==> src/rtl/mdu_iter.sv <==
// Iterative RV M-extension multiply/divide unit: radix-2 shift-add multiplier and
// restoring divider sharing one accumulator, with valid/ready on both sides.
module mdu_iter #(
    parameter int WIDTH     = 32,
    parameter bit FAST_DIV0 = 1'b1
) (
    input  logic             clk,
    input  logic             rst,
    input  logic             flush,
    input  logic             in_valid,
    output logic             in_ready,
    input  logic [2:0]       op,
    input  logic [WIDTH-1:0] src1,
    input  logic [WIDTH-1:0] src2,
    output logic             out_valid,
    input  logic             out_ready,
    output logic [WIDTH-1:0] res,
    output logic             busy
);

    localparam int CW = $clog2(WIDTH);

    typedef enum logic [1:0] {S_IDLE, S_CALC, S_FIX, S_DONE} state_t;

    state_t           r_state, w_state_nxt;
    logic [CW-1:0]    r_cnt;
    logic [2:0]       r_op;
    logic             r_neg_p;   // product / quotient sign
    logic             r_neg_r;   // remainder sign
    logic             r_div0;
    logic [WIDTH-1:0] r_hi;      // product high half / partial remainder
    logic [WIDTH-1:0] r_lo;      // multiplier, then product low half / dividend, then quotient
    logic [WIDTH-1:0] r_opb;     // multiplicand / divisor
    logic [WIDTH-1:0] r_res;

    // Request decode: which operands are signed, magnitudes and special cases.
    logic             w_sgn1, w_sgn2, w_neg1, w_neg2, w_div0, w_ovf, w_fast;
    logic [WIDTH-1:0] w_mag1, w_mag2, w_fast_res;

    assign w_sgn1 = op[2] ? ~op[0] : (op[1:0] != 2'b11);
    assign w_sgn2 = op[2] ? ~op[0] : ~op[1];
    assign w_neg1 = w_sgn1 & src1[WIDTH-1];
    assign w_neg2 = w_sgn2 & src2[WIDTH-1];
    assign w_mag1 = w_neg1 ? -src1 : src1;
    assign w_mag2 = w_neg2 ? -src2 : src2;
    assign w_div0 = (src2 == '0);
    assign w_ovf  = op[2] & ~op[0] & (src1 == {1'b1, {(WIDTH-1){1'b0}}}) & (src2 == '1);
    assign w_fast = FAST_DIV0 & op[2] & (w_div0 | w_ovf);

    always_comb begin
        if (w_div0)
            w_fast_res = op[1] ? src1 : '1;
        else
            w_fast_res = op[1] ? '0 : src1;
    end

    // One iteration of each algorithm; the multiply sum carries into bit WIDTH.
    logic [WIDTH:0]   w_mul_sum, w_div_shift, w_div_diff;
    logic             w_div_keep;
    logic [WIDTH-1:0] w_hi_nxt, w_lo_nxt;

    // NOTE: every signal assigned in always_comb gets a default first, so no path
    // through the block can leave it unassigned and infer a latch.
    always_comb begin
        w_mul_sum   = {1'b0, r_hi} + (r_lo[0] ? {1'b0, r_opb} : '0);
        w_div_shift = {r_hi, r_lo[WIDTH-1]};
        w_div_diff  = w_div_shift - {1'b0, r_opb};
        w_div_keep  = ~w_div_diff[WIDTH];
        w_hi_nxt    = r_hi;
        w_lo_nxt    = r_lo;
        if (r_op[2]) begin
            w_hi_nxt = w_div_keep ? w_div_diff[WIDTH-1:0] : w_div_shift[WIDTH-1:0];
            w_lo_nxt = {r_lo[WIDTH-2:0], w_div_keep};
        end else begin
            w_hi_nxt = w_mul_sum[WIDTH:1];
            w_lo_nxt = {w_mul_sum[0], r_lo[WIDTH-1:1]};
        end
    end

    // Sign correction and result select.
    logic [2*WIDTH-1:0] w_prod;
    logic [WIDTH-1:0]   w_quo, w_rem, w_fix_res;

    always_comb begin
        w_prod = r_neg_p ? -{r_hi, r_lo} : {r_hi, r_lo};
        w_quo  = r_neg_p ? -r_lo : r_lo;
        w_rem  = r_neg_r ? -r_hi : r_hi;
        if (r_div0)
            w_quo = '1;
        case (r_op)
            3'b000:                 w_fix_res = w_prod[WIDTH-1:0];
            3'b001, 3'b010, 3'b011: w_fix_res = w_prod[2*WIDTH-1:WIDTH];
            3'b100, 3'b101:         w_fix_res = w_quo;
            default:                w_fix_res = w_rem;
        endcase
    end

    always_comb begin
        w_state_nxt = r_state;
        case (r_state)
            S_IDLE: if (in_valid) w_state_nxt = w_fast ? S_DONE : S_CALC;
            S_CALC: if (r_cnt == CW'(WIDTH - 1)) w_state_nxt = S_FIX;
            S_FIX:  w_state_nxt = S_DONE;
            S_DONE: if (out_ready) w_state_nxt = S_IDLE;
            default: w_state_nxt = S_IDLE;
        endcase
        if (flush)
            w_state_nxt = S_IDLE;
    end

    always_ff @(posedge clk) begin
        if (rst)
            r_state <= S_IDLE;
        else
            r_state <= w_state_nxt;
    end

    // NOTE: sequential state uses non-blocking assignments so every register
    // samples pre-edge values regardless of statement order.
    always_ff @(posedge clk) begin
        if (rst) begin
            r_cnt   <= '0;
            r_op    <= '0;
            r_neg_p <= 1'b0;
            r_neg_r <= 1'b0;
            r_div0  <= 1'b0;
            r_hi    <= '0;
            r_lo    <= '0;
            r_opb   <= '0;
            r_res   <= '0;
        end else if (flush) begin
            r_cnt <= '0;
        end else begin
            case (r_state)
                S_IDLE: if (in_valid) begin
                    r_cnt   <= '0;
                    r_op    <= op;
                    r_neg_p <= w_neg1 ^ w_neg2;
                    r_neg_r <= w_neg1;
                    r_div0  <= op[2] & w_div0;
                    r_hi    <= '0;
                    r_lo    <= op[2] ? w_mag1 : w_mag2;
                    r_opb   <= op[2] ? w_mag2 : w_mag1;
                    if (w_fast)
                        r_res <= w_fast_res;
                end
                S_CALC: begin
                    r_cnt <= r_cnt + 1'b1;
                    r_hi  <= w_hi_nxt;
                    r_lo  <= w_lo_nxt;
                end
                S_FIX:   r_res <= w_fix_res;
                default: ;
            endcase
        end
    end

    assign in_ready  = (r_state == S_IDLE);
    assign busy      = (r_state != S_IDLE);
    assign out_valid = (r_state == S_DONE);
    assign res       = r_res;

endmodule

==> config.mk <==
export PLATFORM = sky130hd
export DESIGN_NAME = mdu_iter
export DESIGN_NICKNAME = d
export VERILOG_FILES = /design/src/rtl/mdu_iter.sv
export SDC_FILE = /design/constraint.sdc
export NUM_CORES = 1
export LEC_CHECK = 0
export CORE_MARGIN = 10
export CORE_UTILIZATION = 50
export CTS_CLUSTER_DIAMETER = 50
export DETAILED_ROUTE_END_ITERATION = 10
export GPL_TIMING_DRIVEN = 0
export PLACE_DENSITY = 0.77
export SETUP_SLACK_MARGIN = 0.5
export SLEW_MARGIN = 20
export SYNTH_ARGS = -nofsm -noshare
export SYNTH_HDL_FRONTEND = slang
export SYNTH_SLANG_ARGS = --single-unit
==> constraint.sdc <==
create_clock -name clk -period 3.5 [get_ports clk]
set_input_delay 0.7 -clock clk [delete_from_list [all_inputs] [get_ports clk]]
set_output_delay 0.7 -clock clk [all_outputs]
set_load 0.01 [all_outputs]
-- After elaboration in Yosys (flattened, before gate mapping)
Index checks and enable logic that the tools add are counted.
- word-level logic and storage cells: 93
- register bits after elaboration: 141
- reduce and logical (&&, ||, !) cells: 14
- eq/ne operators: 16
- bitwise operators: 13
- $add $sub $neg: 8
- mux-type cells: 32
- operators by type and width (cell ; number):
    32-bit 2-to-1 mux ; 18
    32-bit one-hot mux with 2 select lines ; 3
    32-bit negation ; 4
    32-bit one-hot mux with 3 select lines ; 1
    32-bit equality test, second input constant ; 2
    64-bit 2-to-1 mux ; 1
    64-bit negation ; 1
    32-bit by 32-bit adder with 33-bit output ; 1
    33-bit by 32-bit subtractor with 33-bit output ; 1
    32-bit logical NOT ; 1
    5-bit one-hot mux with 2 select lines ; 1
    3-bit AND reduction ; 3
    2-bit 2-to-1 mux ; 4
    2-bit one-hot mux with 4 select lines ; 1
    1-bit AND ; 7
    3-bit by 2-bit equality test with 1-bit output, second input constant ; 2
    3-bit equality test, second input constant ; 2
    2-bit != test, second input constant ; 3
    2-bit nonzero test ; 3
    5-bit by 1-bit adder with 5-bit output, second input constant ; 1
    5-bit equality test, second input constant ; 1
    5-bit 2-to-1 mux ; 1
    2-bit equality test, second input constant ; 2
    2-bit by 1-bit != test with 1-bit output, second input constant ; 2
    other kinds (12) ; 17

-- Logic depth before layout (Yosys ltp)
- depth in word-level cells: 9
- depth in mapped cells: 15
- depth with buffers taken out: 14

-- Worst setup path before layout
OpenSTA, ideal clock, no wires.
- path type: reg-to-reg
- start: register r_lo[31]
- end: register r_hi[24]
- data required time: 3365 ps
- path slack: 20 ps
- data arrival time: 3345 ps
- cell stages (with the launch flop): 16
- cell sequence: dfxtp_1 inv_1 ha_1 fa_1 nand2b_1 a21oi_1 o2111ai_2 o21ai_2 a2111oi_4 nor3_1 nor3_2 or3_1 buf_2 buf_4 mux2i_1 o221ai_1
- longest elaborated chain between the ends: 4
- ends and longest elaborated chain (element ; line ; RTL):
    from (decl) ; 32 ; logic [WIDTH-1:0] r_lo;
    from (signal assigned) ; 142 ; r_lo <= op[2] ? w_mag1 : w_mag2;
    from (signal assigned) ; 150 ; r_lo <= w_lo_nxt;
    33-bit by 32-bit subtractor with 33-bit output ; 67 ; w_div_diff = w_div_shift - {1'b0, r_opb};
    32-bit 2-to-1 mux ; 72 ; w_hi_nxt = w_div_keep ? w_div_diff[WIDTH-1:0] : w_div_shift[WIDTH-1:0];
    32-bit 2-to-1 mux ; 71 ; if (r_op[2]) begin
    32-bit one-hot mux with 2 select lines ; 134 ; case (r_state)
    to (signal assigned) ; 149 ; r_hi <= w_hi_nxt;
    to (decl) ; 31 ; logic [WIDTH-1:0] r_hi;
No other way between the ends.
A chain may end at the register's enable or synchronous reset.

-- Worst setup path in the final report
- start: register r_opb[7]
- end: register r_hi[0]
- longest elaborated chain between the ends: 4
- ends and longest elaborated chain (element ; line ; RTL):
    from (decl) ; 33 ; logic [WIDTH-1:0] r_opb;
    from (signal assigned) ; 143 ; r_opb <= op[2] ? w_mag2 : w_mag1;
    33-bit by 32-bit subtractor with 33-bit output ; 67 ;
    32-bit 2-to-1 mux ; 72 ;
    32-bit 2-to-1 mux ; 71 ;
    32-bit one-hot mux with 2 select lines ; 134 ;
No other way between the ends.

==> impl_results.md <==
- Outcome: complete, but fails checks
- Failing checks: DRC, setup timing
- Routed len/inst: ~27 um
- Remaining Overflow, GRT: 0
- Worst Setup Start Kind: register
- Nets: approximately 2500
- Critical Path Stages: 14
- Post-Synthesis Cells: 2106
- Clock sink count: roughly 140
- Crit path capture: r_hi[0]
- CORE AREA: 29600 um^2
- Bufs and invs on worst path: 4
- Met2 WL post-DR: around 32000 um
- CP Max Fanout: 7
- F_max: roughly 280 MHz
- P&R area growth vs syn: 35.0%
- Vias/cell: between 6 and 7
- CTS tree: yes
- # hold bufs at CTS: 0
- Setup CP Type: reg -> reg
- HP Class: reg -> reg
- Antenna violations before repair: 3
- Sw Share: about two fifths
- Setup TNS: -0.410 ns
- Final hold vios: 0
- Sequential cell area fraction in the yosys report: 18.8%
- Worst path max stage delay: around 0.4 ns
- Root Buffer: clkbuf_16
- Remaining DRCs: 1
- Reg2reg path depth: 14
- Ys Warns: 0
- Pins over their slew limit: 0
- Vias: about 18000
- Worst Tran Pin Value: approximately 1.2 ns
- Share of layout cells above drive strength 1: between 20% and 30%
- I/O pin cnt: ~110
- Final setup violating endpoints: 12
- Min cycle time layout: around 3.6 ns
- Combinational power share: between 30% and 40%
- First-pass GRT wire length: roughly 110000 um
- Initial Utilization: 50.7%
- Number of flops mapped to enable cells by yosys: 0
- Seq pwr share: a little under 30%
- Pre-CTS worst setup slack: -1.28 ns
- Min-delay src: r_opb[24]
- R2r endpoint: r_hi[0]
- Drt total wl: about 74000 um
- Top Metal Used: met5
- Worst r2r src: r_opb[7]
- Leak Pwr: 7.71 nW
- Max_slew headroom: 22.3%
- H-tree levels: 4
- Flop2flop setup slack: -0.06 ns
- Psw: roughly 2.3 mW
- Top FF cell, synth: dfxtp_1
- Worst path cell trace: inv_1, ha_2, a211o_1, o2111ai_4, o21ai_4, a2111oi_4, buf_4, nor3_4, o21a_4, or3_1, buf_6, buf_4, mux2_4, o22ai_2
- First-pass iteration count of the detailed router: 9
- 1st-iter DRT viols: between 2000 and 2500
- Critical Path Most Common Cell: buf_4
- Skew final: ~0.016 ns
- Final setup margin: -0.0641 ns
- Netlist cell types: between 80 and 90
- Avg Cell Area, Syn: roughly 7.1 um^2
- Post-route ant nets: 0
- Largest net degree at the start of global routing: 17
- Worst setup EP type: register
- Most area-consuming cells after synthesis: dfxtp_1 (19%), ha_1 (6.2%), nor2_1 (6.1%), a21oi_1 (5.6%), o21ai_0 (5.5%)
- Power density over the cells: around 300 nW/um^2
- Worst-Skew Late Latency: between 0.4 and 0.5 ns
- Wire length on met3: 8520 um
- Clk slew on worst S/H paths: 0.08 ns
- Max VDD drop: between 0.3 and 0.4 mV
- Final Power: just under 6 mW
- MaxCap Viol Count: 0
- Seq cells post-synth: ~140
- Syn Std Cell Area: 15000 um^2
- Yosys top cell by area: dfxtp_1
- Crit path from: r_opb[7]
- Crit path DAT: just under 4 ns
- Post-Syn Nets: between 2000 and 2500
- Area of placed instances: 16700 um^2
- Slowest cell on crit path: dfxtp_2
- M1 WL: between 20000 and 30000 um
- Number of global-route vias before repair: ~17000
- PortBufs: approximately 100
- Final period util: 102%
- Synth async-reset ratio: 0%
- Total die area: between 30000 and 40000 um^2
- Clock Power Share: between 30% and 40%
- DP Cell Count: about 2600
- Routability cong.: between 1 and 1.5
- Worst EP required: about 3.9 ns
- RSZ-0062 raised after global routing: true
- Yosys top cell area share: approximately a fifth
- GR Util All Layers: a little over a third
- Final Cell Area: about 20000 um^2
- DP Wirelength: roughly 56000 um
- Die span in x: between 150 and 200 um
- Row count: 63
- CTS Buf Count: 17
- Top delay family on crit path: compound AO/OA/AOI/OAI gates
- ANT cells: 0
- Clock Tree Buf Depth: 2
- Pint: between 3 and 4 mW
- Post-route insts no fill: ~2700
- Die Y: just under 200 um
worst reg2reg max path: stages, from the launching register on:
cell	delay [ns]
dfxtp_2	0.40
inv_1	0.10
ha_2	0.32
a211o_1	0.35
o2111ai_4	0.31
o21ai_4	0.11
a2111oi_4	0.34
buf_4	0.20
nor3_4	0.07
o21a_4	0.23
or3_1	0.38
buf_6	0.17
buf_4	0.15
mux2_4	0.29
o22ai_2	0.08
registers in the layout, summed over array words and instances (netlist names):
| register | flops |
|---|---|
| r_hi | 32 |
| r_lo | 32 |
| r_opb | 32 |
| res | 32 |
| r_cnt | 5 |
| r_op | 3 |
| r_state | 2 |
| r_div0 | 1 |
| r_neg_p | 1 |
| r_neg_r | 1 |
power groups by stage:
stage | Clock, mW | Sequential, mW | Combinational, mW
after floorplan | 0 | 1.75 | 1.09
after global placement | 0 | 1.79 | 1.69
after detailed placement | 0 | 1.79 | 1.70
after CTS | 1.98 | 1.75 | 1.95
after global routing | 2.06 | 1.77 | 2.26
final | 2.01 | 1.76 | 2.16
metrics by stage:
step	hold WS, ns	util, %
3_5_place_dp	0.446	56.5
4_1_cts	0.456	64.9
5_1_grt	0.466	68.5
6_report	0.453	68.5
3_3_place_gp	0.441	56.5
2_1_floorplan	0.432	-
logic make-up after synthesis:
logic type                 share of synthesized area (%)
xor gates and xnor gates                            10.6
DFF                                                 18.8
muxes                                               5.38
adders and majority gates                           7.64
buffers and inverters                               6.36
AOI/OAI and AO/OA                                   29.8
and+or+nand+nor                                     21.4
cells in the mapped netlist (all sizes together) (37+ instances only):
cell / number
nor2: 243
nand2: 179
o21ai: 168
a21oi: 167
clkbuf: 141
dfxtp: 141
xor2: 94
a211oi: 91
xnor2: 88
inv: 81
ha: 75
nor3: 66
mux2i: 47
a21o: 39
nand3: 37
final cells by class:
| class | count | area (um^2) |
|---|---|---|
| sequential | 141 | 2860 |
| clock buffer | 18 | 439 |
| clock inverter | 13 | 179 |
| timing repair buffer | 207 | 1970 |
| inverter | 81 | 313 |
| multi-input combinational | 1721 | 13200 |
| buffer | 163 | 888 |
| tap | 390 | 488 |
| fill | 2554 | 9350 |
layer usage:
metal / track usage [%] / vias up
met4: 21.0 / 6
li1: - / 8121
met2: 56.7 / 1269
met5: 0 / -
met1: 45.6 / 8694
met3: 8.89 / 311
placed cells by master (no fill, tap or decap), types with 30 or more instances in the layout:
cell             count
clkbuf_1           104
clkbuf_2            30
xnor2_1             73
nand3_1             30
ha_1                64
a21o_1              39
o21ai_0            100
o21ai_1             40
nand2_1            171
o211ai_1            32
mux2i_1             44
nor2_1             226
buf_4               74
a211oi_2            43
a21oi_1            145
inv_1               74
dfxtp_1            118
a211oi_1            38
nor3_1              51
xor2_1              85
clkdlybuf4s50_1     70
worst min path at each step:
stage	end	cells after the start
global route	r_opb[24]	2
CTS	r_opb[24]	2
detailed placement	r_opb[17]	2
global placement	r_opb[27]	2
floorplan	r_opb[24]	2
finish	r_opb[24]	2
repair_timing:
| item | in CTS | in global routing |
|---|---|---|
| setup buffers | 76 | 21 |
| setup endpoints to repair | 120 | 123 |
| pin swaps | 114 | 124 |
| gates cloned | 6 | 1 |
| gates resized for setup | 350 | 261 |
No activity file was read; power rests on OpenSTA's default activity.
